### config.mk
export PLATFORM = sky130hd
export DESIGN_NAME = idli_sqi_ctrl_m
export DESIGN_NICKNAME = d
export VERILOG_FILES = /design/src/rtl/idli_sqi_ctrl_m.sv
export SDC_FILE = /design/constraint.sdc
export NUM_CORES = 1
export LEC_CHECK = 0
export ABC_AREA = 1
export CAP_MARGIN = 40
export CORE_MARGIN = 1
export CORE_UTILIZATION = 44
export CTS_CLUSTER_SIZE = 20
export DETAILED_ROUTE_END_ITERATION = 12
export GPL_TIMING_DRIVEN = 0
export PLACE_DENSITY = 0.75
export SETUP_SLACK_MARGIN = 0.05
export SLEW_MARGIN = 20
export SYNTH_ARGS = -nofsm -noshare
export SYNTH_HDL_FRONTEND = slang
export SYNTH_SLANG_ARGS = --single-unit
### constraint.sdc
create_clock -name i_sqi_gck -period 1.4 [get_ports i_sqi_gck]
set_input_delay 0.28 -clock i_sqi_gck [delete_from_list [all_inputs] [get_ports i_sqi_gck]]
set_output_delay 0.28 -clock i_sqi_gck [all_outputs]
set_load 0.02 [all_outputs]
### src/rtl/idli_sqi_ctrl_m.sv
// -----------------------------------------------------------------------------
// idli_pkg / idli_sqi_ctrl_m
//
// SQI memory controller for the idli core. It turns single-word read/write
// requests into the SQI serial-memory protocol: command, address, dummy (read
// only) and data phases, one nibble per clock. Sequential bursts continue with
// further 16-bit words, with no new command, while i_sqi_seq is held high.
//
// Ports
//   i_sqi_gck          core clock, rising edge
//   i_sqi_rst_n        asynchronous active-low reset
//   o_sqi_mem_sck      memory clock (equal to i_sqi_gck)
//   o_sqi_mem_cs       memory chip select, active-low, registered
//   o_sqi_mem_io_mode  SIO direction (SQI_IO_MODE_OUT / SQI_IO_MODE_IN), registered
//   i_sqi_mem_sio      nibble from memory
//   o_sqi_mem_sio      nibble to memory, registered
//   i_sqi_req          transfer request, held by the requester until accepted
//   i_sqi_req_wr       1 = write, 0 = read (qualified by i_sqi_req)
//   i_sqi_req_addr     start byte address (qualified by i_sqi_req)
//   o_sqi_req_acp      one-cycle accept pulse, in the same IDLE cycle as req
//   i_sqi_seq          continue the burst with another word
//   i_sqi_wr_data      write nibble, captured at the end of each wr_rdy cycle
//   o_sqi_wr_rdy       write nibble is consumed this cycle
//   o_sqi_rd_data      read nibble, registered
//   o_sqi_rd_vld       o_sqi_rd_data valid this cycle
//   o_sqi_busy         controller is not idle
// -----------------------------------------------------------------------------

package idli_pkg;
    localparam logic SQI_IO_MODE_OUT = 1'b0;
    localparam logic SQI_IO_MODE_IN  = 1'b1;
endpackage

module idli_sqi_ctrl_m
    import idli_pkg::*;
(
    input  logic        i_sqi_gck,
    input  logic        i_sqi_rst_n,
    output logic        o_sqi_mem_sck,
    output logic        o_sqi_mem_cs,
    output logic        o_sqi_mem_io_mode,
    input  logic [3:0]  i_sqi_mem_sio,
    output logic [3:0]  o_sqi_mem_sio,
    input  logic        i_sqi_req,
    input  logic        i_sqi_req_wr,
    input  logic [15:0] i_sqi_req_addr,
    output logic        o_sqi_req_acp,
    input  logic        i_sqi_seq,
    input  logic [3:0]  i_sqi_wr_data,
    output logic        o_sqi_wr_rdy,
    output logic [3:0]  o_sqi_rd_data,
    output logic        o_sqi_rd_vld,
    output logic        o_sqi_busy
);

    typedef enum logic [2:0] {
        ST_IDLE  = 3'd0,
        ST_CMD   = 3'd1,
        ST_ADDR  = 3'd2,
        ST_DUMMY = 3'd3,
        ST_DATA  = 3'd4,
        ST_END   = 3'd5
    } state_t;

    state_t      state_r, state_s;
    logic [2:0]  step_r, step_s;
    logic [1:0]  nib_r, nib_s;
    logic        wr_r, wr_s;
    logic [15:0] addr_r, addr_s;
    logic        cs_r, cs_s;
    logic        io_mode_r, io_mode_s;
    logic [3:0]  sio_r, sio_s;
    logic        acp_s;
    logic        wr_rdy_s;
    logic [3:0]  rd_data_r;
    logic        rd_vld_r;

    // Next-state, counters and the pin values for the next cycle. The pin
    // values are computed from the state being entered so that, once
    // registered, they line up with the cycle that state occupies.
    always_comb begin
        state_s   = state_r;
        step_s    = step_r;
        nib_s     = nib_r;
        wr_s      = wr_r;
        addr_s    = addr_r;
        cs_s      = 1'b1;
        io_mode_s = SQI_IO_MODE_OUT;
        sio_s     = 4'h0;
        acp_s     = 1'b0;
        wr_rdy_s  = 1'b0;
        case (state_r)
            ST_IDLE: begin
                // Accept is combinational so req and acp share the IDLE
                // cycle; it is masked while reset is asserted.
                if (i_sqi_req && i_sqi_rst_n) begin
                    acp_s   = 1'b1;
                    wr_s    = i_sqi_req_wr;
                    addr_s  = i_sqi_req_addr;
                    state_s = ST_CMD;
                    step_s  = 3'd0;
                    cs_s    = 1'b0;
                    sio_s   = 4'h0;
                end else begin
                    state_s = ST_IDLE;
                end
            end
            ST_CMD: begin
                cs_s = 1'b0;
                if (step_r == 3'd0) begin
                    step_s = 3'd1;
                    if (wr_r) begin
                        sio_s = 4'h2;
                    end else begin
                        sio_s = 4'h3;
                    end
                end else begin
                    state_s = ST_ADDR;
                    step_s  = 3'd0;
                    sio_s   = addr_r[15:12];
                end
            end
            ST_ADDR: begin
                cs_s   = 1'b0;
                step_s = step_r + 3'd1;
                case (step_r)
                    3'd0: sio_s = addr_r[11:8];
                    3'd1: sio_s = addr_r[7:4];
                    3'd2: sio_s = addr_r[3:0];
                    3'd3: begin
                        step_s = 3'd0;
                        nib_s  = 2'd0;
                        if (wr_r) begin
                            // First data nibble is taken in the last address cycle.
                            state_s  = ST_DATA;
                            wr_rdy_s = 1'b1;
                            sio_s    = i_sqi_wr_data;
                        end else begin
                            state_s   = ST_DUMMY;
                            io_mode_s = SQI_IO_MODE_IN;
                        end
                    end
                    default: begin
                        state_s = ST_IDLE;
                        cs_s    = 1'b1;
                    end
                endcase
            end
            ST_DUMMY: begin
                cs_s      = 1'b0;
                io_mode_s = SQI_IO_MODE_IN;
                if (step_r == 3'd0) begin
                    step_s = 3'd1;
                end else begin
                    state_s = ST_DATA;
                    step_s  = 3'd0;
                    nib_s   = 2'd0;
                end
            end
            ST_DATA: begin
                cs_s  = 1'b0;
                nib_s = nib_r + 2'd1;
                if (wr_r) begin
                    // At the word boundary another nibble is wanted only
                    // if the burst continues.
                    wr_rdy_s = (nib_r != 2'd3) | i_sqi_seq;
                end else begin
                    io_mode_s = SQI_IO_MODE_IN;
                end
                if (wr_rdy_s) begin
                    sio_s = i_sqi_wr_data;
                end else begin
                    sio_s = 4'h0;
                end
                if ((nib_r == 2'd3) && !i_sqi_seq) begin
                    state_s   = ST_END;
                    cs_s      = 1'b1;
                    io_mode_s = SQI_IO_MODE_OUT;
                end else begin
                    state_s = ST_DATA;
                end
            end
            ST_END: begin
                state_s = ST_IDLE;
            end
            default: begin
                state_s = ST_IDLE;
            end
        endcase
    end

    // Control state, counters and captured request.
    always_ff @(posedge i_sqi_gck or negedge i_sqi_rst_n) begin
        if (!i_sqi_rst_n) begin
            state_r <= ST_IDLE;
            step_r  <= 3'd0;
            nib_r   <= 2'd0;
            wr_r    <= 1'b0;
            addr_r  <= 16'h0000;
        end else begin
            state_r <= state_s;
            step_r  <= step_s;
            nib_r   <= nib_s;
            wr_r    <= wr_s;
            addr_r  <= addr_s;
        end
    end

    // Registered memory pins; reset raises CS at once without an END cycle.
    always_ff @(posedge i_sqi_gck or negedge i_sqi_rst_n) begin
        if (!i_sqi_rst_n) begin
            cs_r      <= 1'b1;
            io_mode_r <= SQI_IO_MODE_OUT;
            sio_r     <= 4'h0;
        end else begin
            cs_r      <= cs_s;
            io_mode_r <= io_mode_s;
            sio_r     <= sio_s;
        end
    end

    // Read capture: each data-phase nibble is presented the following cycle.
    always_ff @(posedge i_sqi_gck or negedge i_sqi_rst_n) begin
        if (!i_sqi_rst_n) begin
            rd_data_r <= 4'h0;
            rd_vld_r  <= 1'b0;
        end else if ((state_r == ST_DATA) && !wr_r) begin
            rd_data_r <= i_sqi_mem_sio;
            rd_vld_r  <= 1'b1;
        end else begin
            rd_vld_r  <= 1'b0;
        end
    end

    assign o_sqi_mem_sck     = i_sqi_gck;
    assign o_sqi_mem_cs      = cs_r;
    assign o_sqi_mem_io_mode = io_mode_r;
    assign o_sqi_mem_sio     = sio_r;
    assign o_sqi_req_acp     = acp_s;
    assign o_sqi_wr_rdy      = wr_rdy_s;
    assign o_sqi_rd_data     = rd_data_r;
    assign o_sqi_rd_vld      = rd_vld_r;
    assign o_sqi_busy        = (state_r != ST_IDLE);

endmodule
## After elaboration in Yosys (flattened, before gate mapping)

Index checks and enable logic that the tools add are counted.

| operators by class | value |
|---|---|
| shifts and indexed selects | 0 |
| divide/modulo/power cells | 0 |
| multiply operators | 0 |
| $lt $le $gt $ge | 0 |
| bitwise gates (word level) | 1 |
| mux-type cells | 36 |
| $add $sub $neg | 2 |
| equality and inequality tests | 14 |
| reductions and logical operators | 17 |

Operators by type and width:

| operator | count |
|---|---|
| $mux 1 | 17 |
| $pmux 4 s4 | 1 |
| $mux 3 | 5 |
| $pmux 3 s5 | 1 |
| $eq 3x2->1 const B | 4 |
| $mux 4 | 3 |
| $ne 2x2->1 const B | 6 |
| $pmux 4 s3 | 1 |
| $pmux 3 s3 | 1 |
| $reduce_bool 3->1 | 3 |
| $eq 3x1->1 const B | 2 |
| $logic_not 3->1 | 2 |
| $pmux 2 s3 | 1 |
| $pmux 3 s2 | 1 |
| $reduce_and 3->1 | 2 |
| $mux 2 | 2 |
| $pmux 1 s4 | 1 |
| $reduce_and 2->1 | 2 |
| $reduce_or 4->1 | 1 |
| $add 3x1->3 const B | 1 |
| $eq 3x3->1 const B | 1 |
| $logic_and 1x1->1 | 3 |
| $pmux 1 s3 | 1 |
| $reduce_or 3->1 | 1 |
| other kinds (6) | 7 |

| word-level totals | value |
|---|---|
| register bits after elaboration | 36 |
| output and inout bits | 15 |
| bits of input ports | 29 |
| bits in writable memories | 0 |
| word-level logic and storage cells | 80 |
| latch bits | 0 |
| memories kept | 0 |
| ROM bits | 0 |

## Longest topological paths before layout

Gate-level depths: netlist (run 1).

| depth | value |
|---|---|
| depth in word-level cells | 6 |
| mapped depth | 9 |
| gate-level depth less buffers | 9 |

==> summary.md, run 1 <==
| Metric | Value |
|---|---|
| GP Congestion | 0.828 |
| CTS tree | built |
| Post-layout min period | 1860 ps |
| Synth async-reset ratio | between 90% and 100% |
| Critical Path AT | around 1600 ps |
| Gr ovfl total | 0 |
| Sequential-to-total area share from yosys stat | about half |
| Crit Path Class | reg -> out |
| Final Max Tran Viols | 0 |
| Delay-heaviest family, CP | flip-flops |
| Post-Syn Instances | 232 |
| Die Area | around 0.0044 sq mm |
| Crit-path max FO | 7 |
| Tot Pwr | a little under 6 mW |
| Status | finished, violations left |
| Die H | 66.0 um |
| Synth cell types | 23 |
| Pwr dens | 2100 mW/mm^2 |
| Final period utilization | 133% |
| Max Clock Skew | approximately 1.9 ps |
| Largest net degree at the start of global routing | 19 |
| Actual slew at the worst max-slew pin | approximately 710 ps |
| Clk pin slew, worst setup/hold paths | 70 ps |
| WL final | 4860 um |
| Mapped Area | about 0.0018 sq mm |
| Vias per cell | 5.19 |
| Core ar. | roughly 0.0038 sq mm |
| Static Leakage | around 1.4 nW |
| Fin Hold WS | 308 ps |
| DRC errors left | 0 |
| Reg2reg end | o_sqi_mem_sio[0]$_DFF_PN0_ |
| CP required | between 1000 and 1500 ps |
| Site Rows | 22 |
| Prevailing post-synth register cell | dfrtp_1 |
| HPWL after DPL | approximately 2900 um |
| Worst path cell trace | buf_4, nand2_4, nor3_2, or2_4, buf_6 |
| First-pass GRT wire length | roughly 7500 um |
| Hold Crit Class | in -> async |
| VDD IR max | 1.17 mV |
| Synth area leader | dfrtp_1 |
| Post-synth EDFFs | 0 |
| # IOs | 44 |
| R2R Path Start | step_r[0]$_DFFE_PN0P_ |
| Gr usage total | between 20% and 30% |
| Worst setup margin | -459 ps |
| Fmax | 538 MHz |
| RSZ-0062 raised after global routing | yes |
| CP peak stage delay | around 440 ps |
| Failing checks | negative setup slack |
| Yosys top cell area share | around half |
| Via count | roughly 1,900 |
| Die width | 66.0 um |
| Drt wl/cell | approximately 14 um |
| Initial DRC Count | ~120 |
| CP bufs+invs | 2 |
| Syn avg cell area | ~7.8 sq um |
| Slew headroom | 52.4% |
| Layout cells sized above 1 | 33.1% |
| Ant diodes | 0 |
| CP max-delay cell | dfrtp_2 |
| Layout Nets | between 300 and 400 |
| ANT nets after route | 0 |
| Yosys warning count | 0 |
| Syn nets | between 200 and 300 |
| Area grow syn2layout | 55.6% |
| FF-to-FF path depth | 11 |
| Startpoint Class | flop |
| Initial core utilization | about 47% |
| Max Cap Violations | 0 |
| Clock Latency Late Sink | 400 ps |
| Synthesis-stage register bit count | 36 |
| Initial antenna violation count | 0 |
| Top-count cell post-synth | nand2_1 |
| Hold Fails Final Rpt | 0 |
| Area contributors post-synth | dfrtp_1 (49%), nand2_1 (23%), nor2_1 (4.2%) |
| Synth top cells by count | nand2_1 (109), dfrtp_1 (35), nor2_1 (20) |
| Setup violators final | 14 |
| Drt pass-1 iters | 5 |
| Worst setup EP type | primary output |
| Worst R2R Setup Slack | -250 ps |
| CP Launch Point | state_r[1]$_DFFE_PN0P_ |
| Vias in the first global route | roughly 1,700 |
| Port Buf Inserts | 43 |
## metal layers
metal	wire length [um]	share of wire (%)	up-vias	GRT usage, %
li1	-	-	882	-
met1	1930	40	859	28.5
met2	2390	49	105	38.4
met3	427	8.8	16	8.79
met4	112	2.3	0	8.78
met5	0	0	-	0
## logic make-up after synthesis
group / count (synthesis) / share of synthesized area [%]
AOI/OAI and AO/OA: 23 / 6.67
DFF: 36 / 50.1
and+or+nand+nor: 147 / 34.2
buffers and inverters: 21 / 5.56
adders and majority gates: 5 / 3.47
## final cells by class
cell class,count,area [sq um]
clock buffer,9,121
multi-input combinational,175,960
clock inverter,2,12.5
buffer,1,7.51
sequential,36,907
inverter,18,80.1
tap,48,60.1
timing repair buffer,70,653
fill,285,997
## metrics by stage
step	cell area, sq um	setup slack [ps]	util (%)	TNS [ps]	std cells
2_1_floorplan	1810	66.0	-	0	232
3_3_place_gp	2300	-2290	60.6	-62550	323
3_5_place_dp	2320	-1020	61.2	-7440	324
4_1_cts	2700	-460	70.9	-954	349
5_1_grt	2800	-522	73.7	-3170	359
6_report	2800	-459	73.7	-2480	359
## worst max path at each step
stage	to	slack (ps)	depth (start not counted)
2_1_floorplan	state_r[0]$_DFFE_PN0P_	70	9
3_3_place_gp	o_sqi_req_acp	-2290	7
3_5_place_dp	o_sqi_req_acp	-1020	8
4_1_cts	o_sqi_wr_rdy	-460	6
5_1_grt	o_sqi_wr_rdy	-520	5
6_report	o_sqi_wr_rdy	-460	5
## placed cells by master (no fill, tap or decap), drive strengths merged
master / instances
dfstp: 1
o21ai: 14
dfrtp: 35
nor3: 2
nand4: 1
ha: 5
nand2: 112
clkbuf: 15
buf: 33
inv: 18
clkinvlp: 1
clkdlybuf4s50: 27
clkinv: 1
nand3: 8
a21oi: 7
o21a: 1
nor2: 21
or2: 3
dlygate4sd3: 4
clkdlybuf4s15: 1
o211ai: 1
## tightest hold or removal path, delay by kind of cell
family	cells	cell delay, ps
buffers and inverters	3	770
## sequential cells by signal, summed over array words and instances (netlist names)
register / flops
o_sqi_rd_vld: 1
nib_r: 2
step_r: 3
o_sqi_mem_sio: 4
wr_r: 1
o_sqi_mem_io_mode: 1
state_r: 3
addr_r: 16
o_sqi_mem_cs: 1
o_sqi_rd_data: 4
## power by group
group | internal (mW) | switching [mW] | total [mW]
Combinational | 1.34 | 1.68 | 3.03
Clock | 0.574 | 0.463 | 1.04
Sequential | 1.50 | 0.323 | 1.82
Total | 3.41 | 2.47 | 5.88
## what timing repair did
action,CTS,global route
setup buffers,12,10
pin swaps,20,16
hold buffers,4,0
endpoints found under the setup margin,23,31
endpoints found under the hold margin,34,0
resized for setup,90,40
Power figures use the tool's default switching activity.
==> inputs of run 2 (changes only) <==
--- a/config.mk
+++ b/config.mk
@@ -6,12 +6,12 @@
 export NUM_CORES = 1
 export LEC_CHECK = 0
 export ABC_AREA = 1
-export CAP_MARGIN = 40
 export CORE_MARGIN = 1
 export CORE_UTILIZATION = 44
 export CTS_CLUSTER_SIZE = 20
 export DETAILED_ROUTE_END_ITERATION = 12
 export GPL_TIMING_DRIVEN = 0
+export MAX_ROUTING_LAYER = met4
 export PLACE_DENSITY = 0.75
 export SETUP_SLACK_MARGIN = 0.05
 export SLEW_MARGIN = 20
==> run 2 against run 1 <==
Effect of this change: the run still ends with negative setup slack left; worst setup slack improved by 2.1 ps; first-iteration DRC count increased by 19%; fmax increased by 0.11%; via count decreased by 0.21%; critical path type unchanged.
==> summary.md, run 2 (synthesis gave the netlist of run 1 again) <==
| Metric | Value |
|---|---|
| Status | finished, violations left |
| Failing checks | negative setup slack |
| Layout cells sized above 1 | 32.9% |
| Crit Path Class | reg -> out |
| Max Cap Violations | 0 |
| Hold Fails Final Rpt | 0 |
| GP Congestion | between 0.8 and 0.9 |
| Actual slew at the worst max-slew pin | between 800 and 900 ps |
| Max Clock Skew | approximately 1.7 ps |
| Max FFs per register | 16 |
| Initial core utilization | between 40% and 50% |
| Slew headroom | roughly 46% |
| Pwr dens | 2100 mW/mm^2 |
| RSZ-0062 raised after global routing | yes |
| FF-to-FF path depth | 11 |
| First-pass GRT wire length | between 7000 and 8000 um |
| Most frequent cells in the layout | nand2_1 (100), dfrtp_1 (31), clkdlybuf4s50_1 (27) |
| Pint | about 3.4 mW |
| Startpoint Class | flop |
| Initial DRC Count | between 100 and 150 |
| Layout Nets | 344 |
| Hold Crit Class | in -> async |
| Die Area | ~0.0044 sq mm |
| ANT nets after route | 0 |
| Via count | approximately 1,900 |
| DRC errors left | 0 |
| Drt pass-1 iters | 7 |
| Clock network power share | 17.6% |
| Most flops, register | addr_r |
| Final period utilization | 133% |
| Initial antenna violation count | 0 |
| VDD IR max | approximately 1.2 mV |
| Gr usage total | 24.3% |
| CTS tree | built |
| Clk pin slew, worst setup/hold paths | approximately 70 ps |
| Commonest non-fill, non-tap cell in the layout | nand2_1 |
| Worst setup EP type | primary output |
| Final Max Tran Viols | 0 |
| Clock Latency Late Sink | approximately 400 ps |
| Vias per cell | slightly above 5 |
| Port Buf Inserts | 43 |
| Setup_tns | -2410 ps |
| Final non-filler cell area | approximately 0.0028 sq mm |
| Setup violators final | 13 |
| Die H | between 60 and 70 um |
| Core ar. | between 0.003 and 0.004 sq mm |
| Post-layout min period | around 1900 ps |
| # IOs | between 40 and 50 |
| Pre-CTS setup slack | -1020 ps |
| Placed cell area | about 0.0023 sq mm |
| Critical Path AT | 1580 ps |
| Net Sw Frac | a little over two fifths |
| Sequential fraction of design power | 31.0% |
| Die width | between 60 and 70 um |
| Combinational fraction of design power | around half |
| Ant diodes | 0 |
| Crit-path max FO | 7 |
| HPWL after DPL | around 2900 um |
| Site Rows | 22 |
| Drt wl/cell | 13.4 um |
| CP required | about 1100 ps |
| Psw | 2.46 mW |
| Gr ovfl total | 0 |
| Static Leakage | around 1.4 nW |
| Area grow syn2layout | 55.0% |
| Worst R2R Setup Slack | -240 ps |
| Fmax | about 540 MHz |
| WL final | 4800 um |
| Worst setup margin | -457 ps |
| Largest net degree at the start of global routing | 19 |
| Vias in the first global route | between 1,500 and 2,000 |
==> run 2: worst paths after layout <==
kind,end,from
setup / recovery,o_sqi_wr_rdy,state_r[1]$_DFFE_PN0P_
hold / removal,o_sqi_mem_sio[2]$_DFF_PN0_,i_sqi_rst_n
setup reg to reg,o_sqi_mem_sio[0]$_DFF_PN0_,step_r[0]$_DFFE_PN0P_
hold reg to reg,o_sqi_rd_data[0]$_DFFE_PN0P_,o_sqi_rd_data[0]$_DFFE_PN0P_
max in group asynchronous,wr_r$_DFFE_PN0P_,i_sqi_rst_n
min in group i_sqi_gck,addr_r[7]$_DFFE_PN0P_,i_sqi_req_addr[7]
==> run 2: power by group through the flow <==
stage               Clock [mW]  Combinational (mW)  Sequential [mW]
floorplan               0.0835                1.21             1.90
global placement         0.135                2.01             1.79
detailed placement       0.135                2.07             1.80
CTS                       1.05                2.58             1.80
global route              1.14                3.28             1.87
finish                    1.03                3.02             1.82
==> run 2: stage by stage <==
step | utilization, % | hold WS (ps) | power (mW) | std cells
detailed placement | 61.2 | 239 | 4.00 | 324
global route | 73.5 | 307 | 6.29 | 358
CTS | 70.9 | 309 | 5.43 | 349
finish | 73.5 | 308 | 5.87 | 358
global placement | 60.6 | 460 | 3.93 | 323
floorplan | - | -15.6 | 3.19 | 232
==> run 2: cell type report <==
cell class                 instances  area (sq um)
clock buffer                       9           121
fill                             287          1010
inverter                          18          80.1
tap                               48          60.1
clock inverter                     2          12.5
timing repair buffer              69           642
multi-input combinational        175           960
buffer                             1          7.51
sequential                        36           907
==> run 2: repair_timing <==
action                                  4_1_cts  5_1_grt
resized for setup                            90       40
hold buffers                                  4        0
endpoints found under the setup margin       23       31
setup buffers                                12       10
pin swaps                                    20       16
endpoints found under the hold margin        34        0
cloned                                        0        0
==> run 2: critical path, stage by stage, from the launching register on <==
cell and delay, ps:
dfrtp_2 440, buf_4 170, nand2_4 110, nor3_2 60, or2_4 260, buf_6 130
==> run 2: per-layer routing <==
metal	up-vias	global-route usage, %	part of all wire (%)
met2	112	38.4	50
met3	21	8.79	8.9
met5	-	-	0
li1	879	-	-
met1	846	28.5	39
met4	0	8.78	2.3
==> inputs of run 3 (changes only) <==
==> constraint.sdc (replaced) <==
create_clock -name i_sqi_gck -period 1.6 [get_ports i_sqi_gck]
set_input_delay 0.32 -clock i_sqi_gck [delete_from_list [all_inputs] [get_ports i_sqi_gck]]
set_output_delay 0.32 -clock i_sqi_gck [all_outputs]
set_load 0.02 [all_outputs]
==> run 3 against run 2 <==
Effect of this change: the flow still finishes with violations (negative setup slack); sequential share of layout area is 0.82 points higher; worst setup slack better by 170 ps; via count is 5.5% lower.
==> summary.md, run 3 (synthesis gave the netlist of run 1 again) <==
| Metric | Value |
|---|---|
| Hold Crit Class | in -> reg |
| Commonest non-fill, non-tap cell in the layout | nand2_1 |
| GP Congestion | between 0.8 and 0.9 |
| Crit Path Class | reg -> out |
| Tot Pwr | between 4 and 5 mW |
| Die width | around 66 um |
| Startpoint Class | flop |
| Slew headroom | a little over two fifths |
| Post-layout min period | approximately 1900 ps |
| Layout Nets | approximately 350 |
| RSZ-0062 raised after global routing | yes |
| Status | finished, violations left |
| Static Leakage | ~1.4 nW |
| Worst R2R Setup Slack | around 70 ps |
| Pint | between 2 and 3 mW |
| Reg2reg end | o_sqi_mem_sio[0]$_DFF_PN0_ |
| Setup violators final | 2 |
| Initial core utilization | about 47% |
| Combinational fraction of design power | 47.4% |
| Pre-CTS setup slack | -914 ps |
| Layout cells sized above 1 | a little under a quarter |
| R2R Path Start | step_r[0]$_DFFE_PN0P_ |
| Actual slew at the worst max-slew pin | 851 ps |
| Die H | 66.0 um |
| Drt wl/cell | between 10 and 15 um |
| Failing checks | negative setup slack |
| Setup_tns | -423 ps |
| Net Sw Frac | about two fifths |
| WL final | roughly 4400 um |
| VDD IR max | approximately 0.78 mV |
| Sequential fraction of design power | 32.6% |
| Clk pin slew, worst setup/hold paths | 70 ps |
| Largest net degree at the start of global routing | 19 |
| Critical Path AT | about 1600 ps |
| Psw | between 1.5 and 2 mW |
| Core ar. | 0.00380 sq mm |
| Gr ovfl total | 0 |
| Placed cell area | between 0.002 and 0.0025 sq mm |
| CTS tree | built |
| Worst setup EP type | primary output |
| HPWL after DPL | between 2000 and 3000 um |
| Max Cap Violations | 0 |
| Vias in the first global route | approximately 1,700 |
| Area grow syn2layout | 50.9% |
| Clock Latency Late Sink | roughly 390 ps |
| Port Buf Inserts | between 40 and 50 |
| Fmax | roughly 530 MHz |
| Pwr dens | roughly 1800 mW/mm^2 |
| Max FFs per register | 16 |
| Hold path startpoint | i_sqi_rst_n |
| Final period utilization | 118% |
| Max Clock Skew | approximately 5.3 ps |
| Most flops, register | addr_r |
| Vias per cell | slightly below 5 |
| Site Rows | 22 |
| Hold Fails Final Rpt | 0 |
| CP required | ~1300 ps |
| FF-to-FF path depth | 10 |
| # IOs | 44 |
| Die Area | roughly 0.0044 sq mm |
| First-pass GRT wire length | between 7000 and 8000 um |
| Final Max Tran Viols | 0 |
| Initial DRC Count | approximately 100 |
| Initial antenna violation count | 0 |
| ANT nets after route | 0 |
| Most frequent cells in the layout | nand2_1 (107), dfrtp_1 (32), clkdlybuf4s50_1 (27) |
| Gr usage total | a little under a quarter |
| DRC errors left | 0 |
| Final non-filler cell area | about 0.0027 sq mm |
| Ant diodes | 0 |
| Via count | roughly 1,800 |
| Hold endpoint | o_sqi_mem_cs$_DFF_PN1_ |
| Hold path cells | 6 |
| Clock network power share | approximately a fifth |
| Worst setup margin | -283 ps |
| Drt pass-1 iters | 4 |
| Crit-path max FO | 2 |
[run 3: changes by cell type in the layout (fill, tap and decap cells not counted), moves of 5 or more]
cell / before / now
dlygate4sd2_1: 0 / 10
clkbuf_2: 7 / 0
nand2_1: 100 / 107
buf_4: 18 / 24
o21ai_0: 6 / 11
[run 3: final cells by class]
class	instances	area, sq um
Clock buffer	11	139
Multi-Input combinational cell	175	855
Sequential cell	36	906
Clock inverter	1	7.51
Fill cell	329	1080
Tap cell	48	60.1
Inverter	18	77.6
Timing Repair Buffer	71	666
Buffer	1	7.51
[run 3: how the worst max path moves through the flow]
stage                                     start            end  slack [ps]
after detailed placement            i_sqi_rst_n  o_sqi_req_acp        -910
after global placement              i_sqi_rst_n  o_sqi_req_acp       -2170
final                     step_r[0]$_DFFE_PN0P_   o_sqi_wr_rdy        -280
after CTS                  nib_r[1]$_DFFE_PN0P_   o_sqi_wr_rdy        -270
after global routing       nib_r[0]$_DFFE_PN0P_   o_sqi_wr_rdy        -340
after floorplan            nib_r[0]$_DFFE_PN0P_   o_sqi_wr_rdy         140
[run 3: routing by layer]
layer	wire, um	GRT usage, %
met2	2150	36.6
met3	262	5.86
met4	99	11.7
met1	1920	27.8
met5	0	-
[run 3: metrics by stage]
| step | instances | utilization, % | hold WS, ps |
|---|---|---|---|
| 2_1_floorplan | 232 | - | 24.4 |
| 3_3_place_gp | 323 | 60.3 | 461 |
| 3_5_place_dp | 324 | 60.9 | 292 |
| 4_1_cts | 352 | 68.6 | 446 |
| 5_1_grt | 361 | 71.5 | 458 |
| 6_report | 361 | 71.5 | 451 |
[run 3: repair_timing]
action | CTS | global route
resized for setup | 49 | 22
buffers inserted | 15 | 10
endpoints found under the setup margin | 23 | 11
hold buffers | 3 | 0
endpoints found under the hold margin | 35 | 0
cloned | 0 | 0
pin swaps | 7 | 6
[run 3: worst max-delay path, cell delays in order (launching register included)]
cell and delay (ps):
dfrtp_1 400, ha_1 250, nand2_2 90, nor3_2 50, or2_4 250, buf_6 130
[run 3: power groups by stage]
stage / logic (mW) / clock network, mW / registers, mW
2_1_floorplan: 1.04 / 0.0730 / 1.66
3_3_place_gp: 1.74 / 0.119 / 1.56
3_5_place_dp: 1.80 / 0.119 / 1.58
4_1_cts: 1.97 / 0.964 / 1.54
5_1_grt: 2.51 / 1.02 / 1.60
6_report: 2.26 / 0.953 / 1.55
